===== config.mk =====
export PLATFORM = sky130hd
export DESIGN_NAME = mag_bar_display
export DESIGN_NICKNAME = d
export VERILOG_FILES = /design/src/rtl/mag_bar_display.sv
export SDC_FILE = /design/constraint.sdc
export NUM_CORES = 1
export LEC_CHECK = 0
export BUFFER_PORTS_ARGS = -buffer_cell sky130_fd_sc_hd__buf_4
export CORE_MARGIN = 3
export CORE_UTILIZATION = 40
export DETAILED_ROUTE_END_ITERATION = 10
export PLACE_DENSITY_LB_ADDON = 0.3
export SLEW_MARGIN = 20
export SYNTH_ARGS = -nofsm -noshare
export SYNTH_HDL_FRONTEND = slang
export SYNTH_SLANG_ARGS = --single-unit
export TNS_END_PERCENT = 1

===== constraint.sdc =====
create_clock -name sys_clk -period 6.3 [get_ports sys_clk]
set_input_delay 1.26 -clock sys_clk [delete_from_list [all_inputs] [get_ports sys_clk]]
set_output_delay 1.26 -clock sys_clk [all_outputs]
set_load 0.01 [all_outputs]

===== src/rtl/mag_bar_display.sv =====
// rtl/mag_bar_display.sv - LED bar-graph driver for decimated magnitude samples
//
// Purpose: decimates magnitude samples by windowed maximum and renders them
// on an LED bar in RAW, linear, log or linear+decaying-peak-marker mode.
//
// Ports:
//   sys_clk     in  1        clock, rising edge
//   rst_n       in  1        synchronous active-low reset
//   mag_in      in  MAG_W    magnitude sample
//   mag_rdy     in  1        mag_in valid strobe
//   mode        in  2        00 RAW, 01 LIN, 10 LOG, 11 PEAK
//   decim       in  DECIM_W  window length minus 1
//   hold_cycles in  HOLD_W   cycles the peak holds per decay step
//   leds        out LED_N    display, bit 0 = bottom of bar
//   upd         out 1        pulse in the cycle after leds was written
module mag_bar_display #(
   parameter int MAG_W   = 16,
   parameter int LED_N   = 8,
   parameter int DECIM_W = 8,
   parameter int HOLD_W  = 16
) (
   input  logic               sys_clk,
   input  logic               rst_n,
   input  logic [MAG_W-1:0]   mag_in,
   input  logic               mag_rdy,
   input  logic [1:0]         mode,
   input  logic [DECIM_W-1:0] decim,
   input  logic [HOLD_W-1:0]  hold_cycles,
   output logic [LED_N-1:0]   leds,
   output logic               upd
);
   localparam int LOG2N = $clog2(LED_N);
   localparam int LW    = LOG2N + 1;

   logic [DECIM_W-1:0] cnt;
   logic [MAG_W-1:0]   wmax;
   logic [MAG_W-1:0]   win;
   logic [MAG_W-1:0]   m;
   logic [LW-1:0]      peak;
   logic [HOLD_W-1:0]  hcnt;
   logic [LW-1:0]      lvl;
   logic [LW-1:0]      llv;
   logic [LW-1:0]      acc_lvl;
   logic [LED_N-1:0]   marker;
   logic               accept;
   logic               decay_step;
   logic               rend_acc;
   logic               rend_dec;

   function automatic logic [LW-1:0] lin_level(input logic [MAG_W-1:0] v);
      logic [MAG_W-1:0] sh;
      sh = v >> (MAG_W - LOG2N);
      if (v == '0) return '0;
      return sh[LW-1:0] + LW'(1);
   endfunction

   function automatic logic [LW-1:0] log_level(input logic [MAG_W-1:0] v);
      int msb;
      int l;
      msb = 0;
      for (int i = 0; i < MAG_W; i++) begin
         if (v[i]) msb = i;
      end
      l = msb + 1 - (MAG_W - LED_N);
      if (v == '0 || l < 0) return '0;
      if (l > LED_N) return LW'(LED_N);
      return LW'(l);
   endfunction

   function automatic logic [LED_N-1:0] bar(input logic [LW-1:0] n);
      logic [LED_N-1:0] b;
      for (int i = 0; i < LED_N; i++) begin
         b[i] = (i < int'(n));
      end
      return b;
   endfunction

   assign m       = (mag_in > wmax) ? mag_in : wmax;
   // >= so that lowering decim mid-window accepts immediately instead of wrapping
   assign accept  = mag_rdy && (cnt >= decim);
   assign acc_lvl = lin_level(m);
   assign lvl     = lin_level(win);
   assign llv     = log_level(win);
   // An accept in the same cycle suppresses decay expiry
   assign decay_step = !accept && (peak != '0) && (hcnt == '0);

   always_comb begin
      marker = '0;
      for (int i = 0; i < LED_N; i++) begin
         marker[i] = (peak != '0) && (i == int'(peak) - 1);
      end
   end

   always_ff @(posedge sys_clk) begin
      if (!rst_n) begin
         cnt      <= '0;
         wmax     <= '0;
         win      <= '0;
         peak     <= '0;
         hcnt     <= '0;
         leds     <= '0;
         upd      <= 1'b0;
         rend_acc <= 1'b0;
         rend_dec <= 1'b0;
      end else begin
         if (mag_rdy) begin
            if (accept) begin
               win  <= m;
               wmax <= '0;
               cnt  <= '0;
            end else begin
               wmax <= m;
               cnt  <= cnt + DECIM_W'(1);
            end
         end

         // Peak tracker runs on the level of the value being accepted
         if (accept && (acc_lvl >= peak || hold_cycles == '0)) begin
            peak <= acc_lvl;
            hcnt <= hold_cycles;
         end else if (!accept && peak != '0) begin
            if (hcnt == '0) begin
               peak <= peak - LW'(1);
               hcnt <= hold_cycles;
            end else begin
               hcnt <= hcnt - HOLD_W'(1);
            end
         end

         // Render one edge after win or peak changed
         rend_acc <= accept;
         rend_dec <= decay_step;
         upd      <= 1'b0;
         if (rend_acc || (rend_dec && mode == 2'b11)) begin
            upd <= 1'b1;
            case (mode)
               2'b00:   leds <= win[MAG_W-1 -: LED_N];
               2'b01:   leds <= bar(lvl);
               2'b10:   leds <= bar(llv);
               default: leds <= bar(lvl) | marker;
            endcase
         end
      end
   end
endmodule

# After elaboration in Yosys (flattened, before gate mapping)
# Cells that the tools add are included.
op_classes:
  n_lt_le_gt_ge: 21
  mux: 39
  eq_ne: 10
  bitwise_logic: 1
  add_sub_neg: 8
  reduce_logical: 28
ops:
  columns: ["cell", "count"]
  rows:
  - ["32-bit 2-to-1 mux", 14]
  - ["16-bit 2-to-1 mux", 5]
  - ["16-bit zero test", 4]
  - ["4-bit 2-to-1 mux", 11]
  - ["32-bit by 2-bit adder with 32-bit output, second input constant", 1]
  - ["32-bit by 5-bit > comparator with 1-bit output, second input constant", 1]
  - ["32-bit zero test", 1]
  - ["3-bit by 4-bit < comparator with 1-bit output, first input constant", 8]
  - ["32-bit by 1-bit < comparator with 1-bit output, second input constant", 1]
  - ["32-bit by 5-bit subtractor with 32-bit output, second input constant", 1]
  - ["8-bit case mux with 3 select lines", 1]
  - ["4-bit by 5-bit equality test with 1-bit output, first input constant", 4]
  - ["16-bit > comparator", 1]
  - ["1-bit by 4-bit < comparator with 1-bit output, first input constant", 4]
  - ["2-bit by 4-bit < comparator with 1-bit output, first input constant", 4]
  - ["16-bit by 1-bit subtractor with 16-bit output, second input constant", 1]
  - ["1-bit logical AND", 13]
  - ["3-bit by 5-bit equality test with 1-bit output, first input constant", 2]
  - ["3-bit by 1-bit adder with 4-bit output, second input constant", 2]
  - ["8-bit by 1-bit adder with 8-bit output, second input constant", 1]
  - ["8-bit >= comparator", 1]
  - ["8-bit 2-to-1 mux", 1]
  - ["8-bit OR", 1]
  - ["1-bit 2-to-1 mux", 7]
  - ["12 further kinds", 17]
word_totals:
  output_inout_bits: 9
  in_bits: 45
  regBits: 71

# Longest topological paths before layout
logic_depth:
  word_depth: 25
  ltp_mapped: 21

# Worst setup path before layout
# OpenSTA, ideal clock, no wires.
synth_timing:
  path_kind: "input port to flip-flop"
  startpoint: "input port mag_in[14]"
  endpoint: "register hcnt[6]"
  path_buffers: 2
  slack_ps: 1099
  stages: 20
  t_arrival_ps: 5077
  setup_ps: 124
  cell_sequence: "ha_1 > nand4_1 > nor4_1 > inv_2 > o311ai_1 > nand2_1 > clkbuf_1 > o21ai_1 > ha_1 > inv_1 > nor3_1 > a21oi_1 > mux2i_1 > ha_1 > a21oi_1 > o21ai_2 > a21oi_1 > clkbuf_1 > mux2i_1 > o22ai_1"
synth_between:
  elab_chain_len: 9
synth_lines:
  columns: ["item", "line_no", "source"]
  rows:
  - ["from (decl)", "24", "input logic [MAG_W-1:0] mag_in,"]
  - ["16-bit > comparator (*)", "78", "assign m = (mag_in > wmax) ? mag_in : wmax;"]
  - ["16-bit 2-to-1 mux (*)", "78", null]
  - ["via m[13]", "38", "logic [MAG_W-1:0] m;"]
  - ["16-bit zero test", "53", "if (v == '0) return '0;"]
  - ["1-bit 2-to-1 mux", "53", null]
  - ["4-bit 2-to-1 mux (*)", "54", "return sh[LW-1:0] + LW'(1);"]
  - ["4-bit >= comparator (*)", "118", "if (accept && (acc_lvl >= peak || hold_cycles == '0)) begin"]
  - ["1-bit logical OR (*)", "118", null]
  - ["1-bit logical AND (*)", "118", null]
  - ["16-bit 2-to-1 mux or 2-bit nonzero test (tied branches)", null, null]
  - ["to (signal assigned)", "120", "hcnt <= hold_cycles;"]
  - ["to (signal assigned)", "124", "hcnt <= hold_cycles;"]
  - ["to (signal assigned)", "126", "hcnt <= hcnt - HOLD_W'(1);"]
  - ["to (decl)", "40", "logic [HOLD_W-1:0] hcnt;"]
# Mark *: on every way through the listed nets, which the timed path passes. The rest lies on a longest branch.
# A chain may end at the register's enable or synchronous reset.

# Worst setup path in the final report
layout_timing:
  startpoint: "input port mag_in[14]"
  endpoint: "register hcnt[13]"
# Same word-level chain as after synthesis.

==> out/results.tsv <==
stage	metric	value	unit
routing	Vias/cell	5.71	
pwr	pwr dens	334	nW/um^2
yosys	Ys Warns	0	
die	Die H	117	um
worst_setup_path	CP max FO	13	
min_path	Hold Path Sink	leds[1]$_SDFFE_PN0P_	
routing	drt pass-1 iters	5	
cts	H-Tree Level Count	3	
cts	clk root buf	clkbuf_16	
timing	RSZ-0062 raised after global routing	false	
global_route	antenna violations before repair	0	
yosys	Synth Cell Area	4940	um^2
cts	hold buffers post-CTS	0	
worst_setup_path	Data arrival, critical path	5.51	ns
timing	Tcrit/Tclk final	0.831	
run	max cap viols	0	
routing	Vias	4901	
routing	DR iter-0 viols	445	
min_path	HP Class	flop to flop	
pwr	P_leak	2.43	nW
die	die footprint	13700	um^2
min_path	Hold Startpoint	leds[1]$_SDFFE_PN0P_	
cts	CTS tree	built	
placed_design	post-detail-place hpwl	10400	um
min_path	hold depth	2	
yosys	syn_area_per_cell	7.64	um^2
layout	proportion of layout cells with a drive suffix above 1	0.128	
yosys	post-synth net total	734	
run_status	status	finished, final reports clean	
yosys	Cells after Synth	647	
timing	Slew @ Worst Pin	1.08	ns
global_route	largest net degree at the start of global routing	36	
timing	Achievable Freq	0.191	GHz
routing	routed length per placed instance	15.9	um
timing	setup TNS	0	ns
worst_setup_path	R2R Path End	hcnt[13]$_SDFFE_PN0P_	
placed_design	RD Place Congestion	0.891	
yosys	number of synthesized flops with an enable pin	0	
cts	Clock Path Buffers	2	
worst_setup_path	Critical Path RT	6.57	ns
pwr	Clock power frac	0.265	
yosys	synth top area cells	dfxtp_1 29%, ha_1 11%, nor2_1 6.1%, nand2_1 5.4%, a21oi_1 4.8%	
layout	NumNets Final	777	
global_route	GRT overflow	0	
die	Initial Utilization	0.420	
timing	Slew Viols, Final	0	
worst_setup_path	nature of the critical path endpoint	flop	
pwr	switch share	0.404	
die	die width	117	um
pwr	combinational power share	0.451	
global_route	first-pass GRT wire length	22600	um
pwr	power share of the sequential group	0.284	
pwr	switching power	779	uW
yosys	cell taking the most area after synthesis	dfxtp_1	
yosys	Seq cells post-synth	71	
timing	final clock skew	0.00660	ns
placed_design	DP Cell Count	843	
worst_setup_path	worst reg2reg path depth	20	
pwr	VDD IR-drop max	0.167	mV
yosys	register area share after synthesis	0.287	
cts	CTS Sinks	71	
timing	min Tclk post-route	5.24	ns
die	Core Region	11800	um^2
timing	final setup violation count	0	
routing	ANT nets after route	0	
placed_design	placed cell area	5480	um^2
placed_design	input/output buffers	53	
layout	Final Core Density	0.491	
worst_setup_path	CP Launch Type	input port	
worst_setup_path	RR Startpoint	wmax[15]$_SDFFE_PN0P_	
layout	synthesis-to-finish area growth	16.9	%
layout	design area	5780	um^2
routing	DRC errors left	0	
routing	drt total wl	13700	um
cts	Post-CTS Setup Repair Bufs	0	
yosys	Async S/R FF share, synth	0	
die	FP Rows	39	
worst_setup_path	r2r setup slk	1.57	ns
cts	TritonCTS buffer count	9	
layout	fin cells	859	
global_route	Tot GR Track Use	0.205	
pwr	Total Power	1.93	mW
timing	final hold violations	0	
worst_setup_path	crit path kind	input port to flop	
yosys	top cell type's share of synthesized area	0.287	
yosys	ys flop type	dfxtp_1	
layout	ant diodes	0	
pwr	Power Internal	1.15	mW
cts	clk_lat worst skew	0.34	ns
yosys	Distinct cells, synth	65	
die	I/O pin count	54	
yosys	most frequent cells after synthesis	80 x nor2_1, 71 x dfxtp_1, 71 x nand2_1, 49 x inv_1, 47 x a21oi_1	
yosys	most frequent cell after synthesis	nor2_1	
global_route	vias in the first global route	4764	
cts	# resized after CTS	0	
timing	Worst slew margin	0.278	
cts	Reg clk slew, reported paths	0.06	ns
[layer usage]
layer | global-route usage | up-vias | share of wire
li1 | - | 2441 | -
met1 | 0.281 | 2282 | 0.48
met2 | 0.317 | 152 | 0.45
met3 | 0.0483 | 26 | 0.056
met4 | 0.0696 | 0 | 0.020
met5 | 0 | - | 0
[cells by family after synthesis]
logic type	synth area share
xor+xnor	0.0248
simple gates	0.236
compound gates	0.241
buf+inv	0.0610
fa+ha+maj	0.106
mux	0.0433
flops	0.287
[worst max-delay path, cell delays in order]
cell      delay [ns]
buf_4           0.13
ha_1            0.32
nand4_1         0.17
nor4_1          0.55
inv_2           0.07
o311ai_1        0.13
nand2_1         0.16
o21ai_1         0.24
ha_1            0.18
inv_1           0.07
nor3_1          0.19
a21oi_1         0.06
mux2i_1         0.21
ha_1            0.27
a21oi_1         0.17
o21ai_2         0.06
buf_4           0.19
o21ai_1         0.67
o21ai_0         0.20
a31oi_1         0.19
[cells in the final DEF, fill, tap and decap left out, types with 5 or more instances in the layout]
| cell type | count |
|---|---|
| xor2_1 | 11 |
| nor2_1 | 80 |
| dfxtp_1 | 71 |
| nor3_1 | 13 |
| or2_1 | 6 |
| nor2b_1 | 5 |
| a311oi_1 | 16 |
| nand4_1 | 10 |
| nor4_1 | 19 |
| o22ai_1 | 8 |
| o21ai_1 | 24 |
| a32oi_1 | 15 |
| nand2_1 | 71 |
| mux2i_1 | 18 |
| a21oi_1 | 47 |
| clkbuf_16 | 9 |
| inv_2 | 5 |
| o21ai_0 | 12 |
| or4_1 | 6 |
| inv_1 | 49 |
| nand3_1 | 8 |
| ha_1 | 42 |
| or3_1 | 9 |
| buf_4 | 57 |
| o211ai_1 | 5 |
[layout make-up]
class	instances	area (um^2)
clock buffer	9	225
clock inverter	7	71.3
fill	1157	5980
inverter	55	206
multi-input combinational	496	3220
sequential	71	1420
tap	164	205
timing repair buffer	57	428
[worst max path at each step]
stage | endpoint | slack (ns) | cells past startpoint | from
finish | hcnt[13]$_SDFFE_PN0P_ | 1.06 | 20 | mag_in[14]
global route | hcnt[13]$_SDFFE_PN0P_ | 0.62 | 20 | mag_in[14]
CTS | hcnt[7]$_SDFFE_PN0P_ | 1.10 | 20 | mag_in[14]
detailed placement | hcnt[7]$_SDFFE_PN0P_ | 0.73 | 20 | mag_in[14]
global placement | hcnt[7]$_SDFFE_PN0P_ | 1.08 | 21 | mag_in[14]
floorplan | hcnt[6]$_SDFFE_PN0P_ | 1.10 | 20 | mag_in[14]
[through the flow]
| stage | setup WS (ns) | hold WS, ns |
|---|---|---|
| 6_report | 1.06 | 0.468 |
| 5_1_grt | 0.621 | 0.479 |
| 4_1_cts | 1.10 | 0.465 |
| 3_5_place_dp | 0.726 | 0.457 |
| 3_3_place_gp | 1.08 | 0.452 |
| 2_1_floorplan | 1.10 | 0.435 |
[power by group through the flow]
stage / sequential (mW) / clock, mW / combinational (mW)
after CTS: 0.546 / 0.522 / 0.857
after global placement: 0.554 / 0 / 0.830
after global routing: 0.554 / 0.542 / 0.970
final: 0.548 / 0.512 / 0.869
after floorplan: 0.542 / 0 / 0.656
after detailed placement: 0.556 / 0 / 0.853
[flip-flops by register name, indices dropped and copies added, names as in the netlist]
| register | cells |
|---|---|
| rend_acc | 1 |
| leds | 8 |
| win | 16 |
| upd | 1 |
| wmax | 16 |
| rend_dec | 1 |
| peak | 4 |
| cnt | 8 |
| hcnt | 16 |
Note: power is estimated with default switching activity, not from simulation.
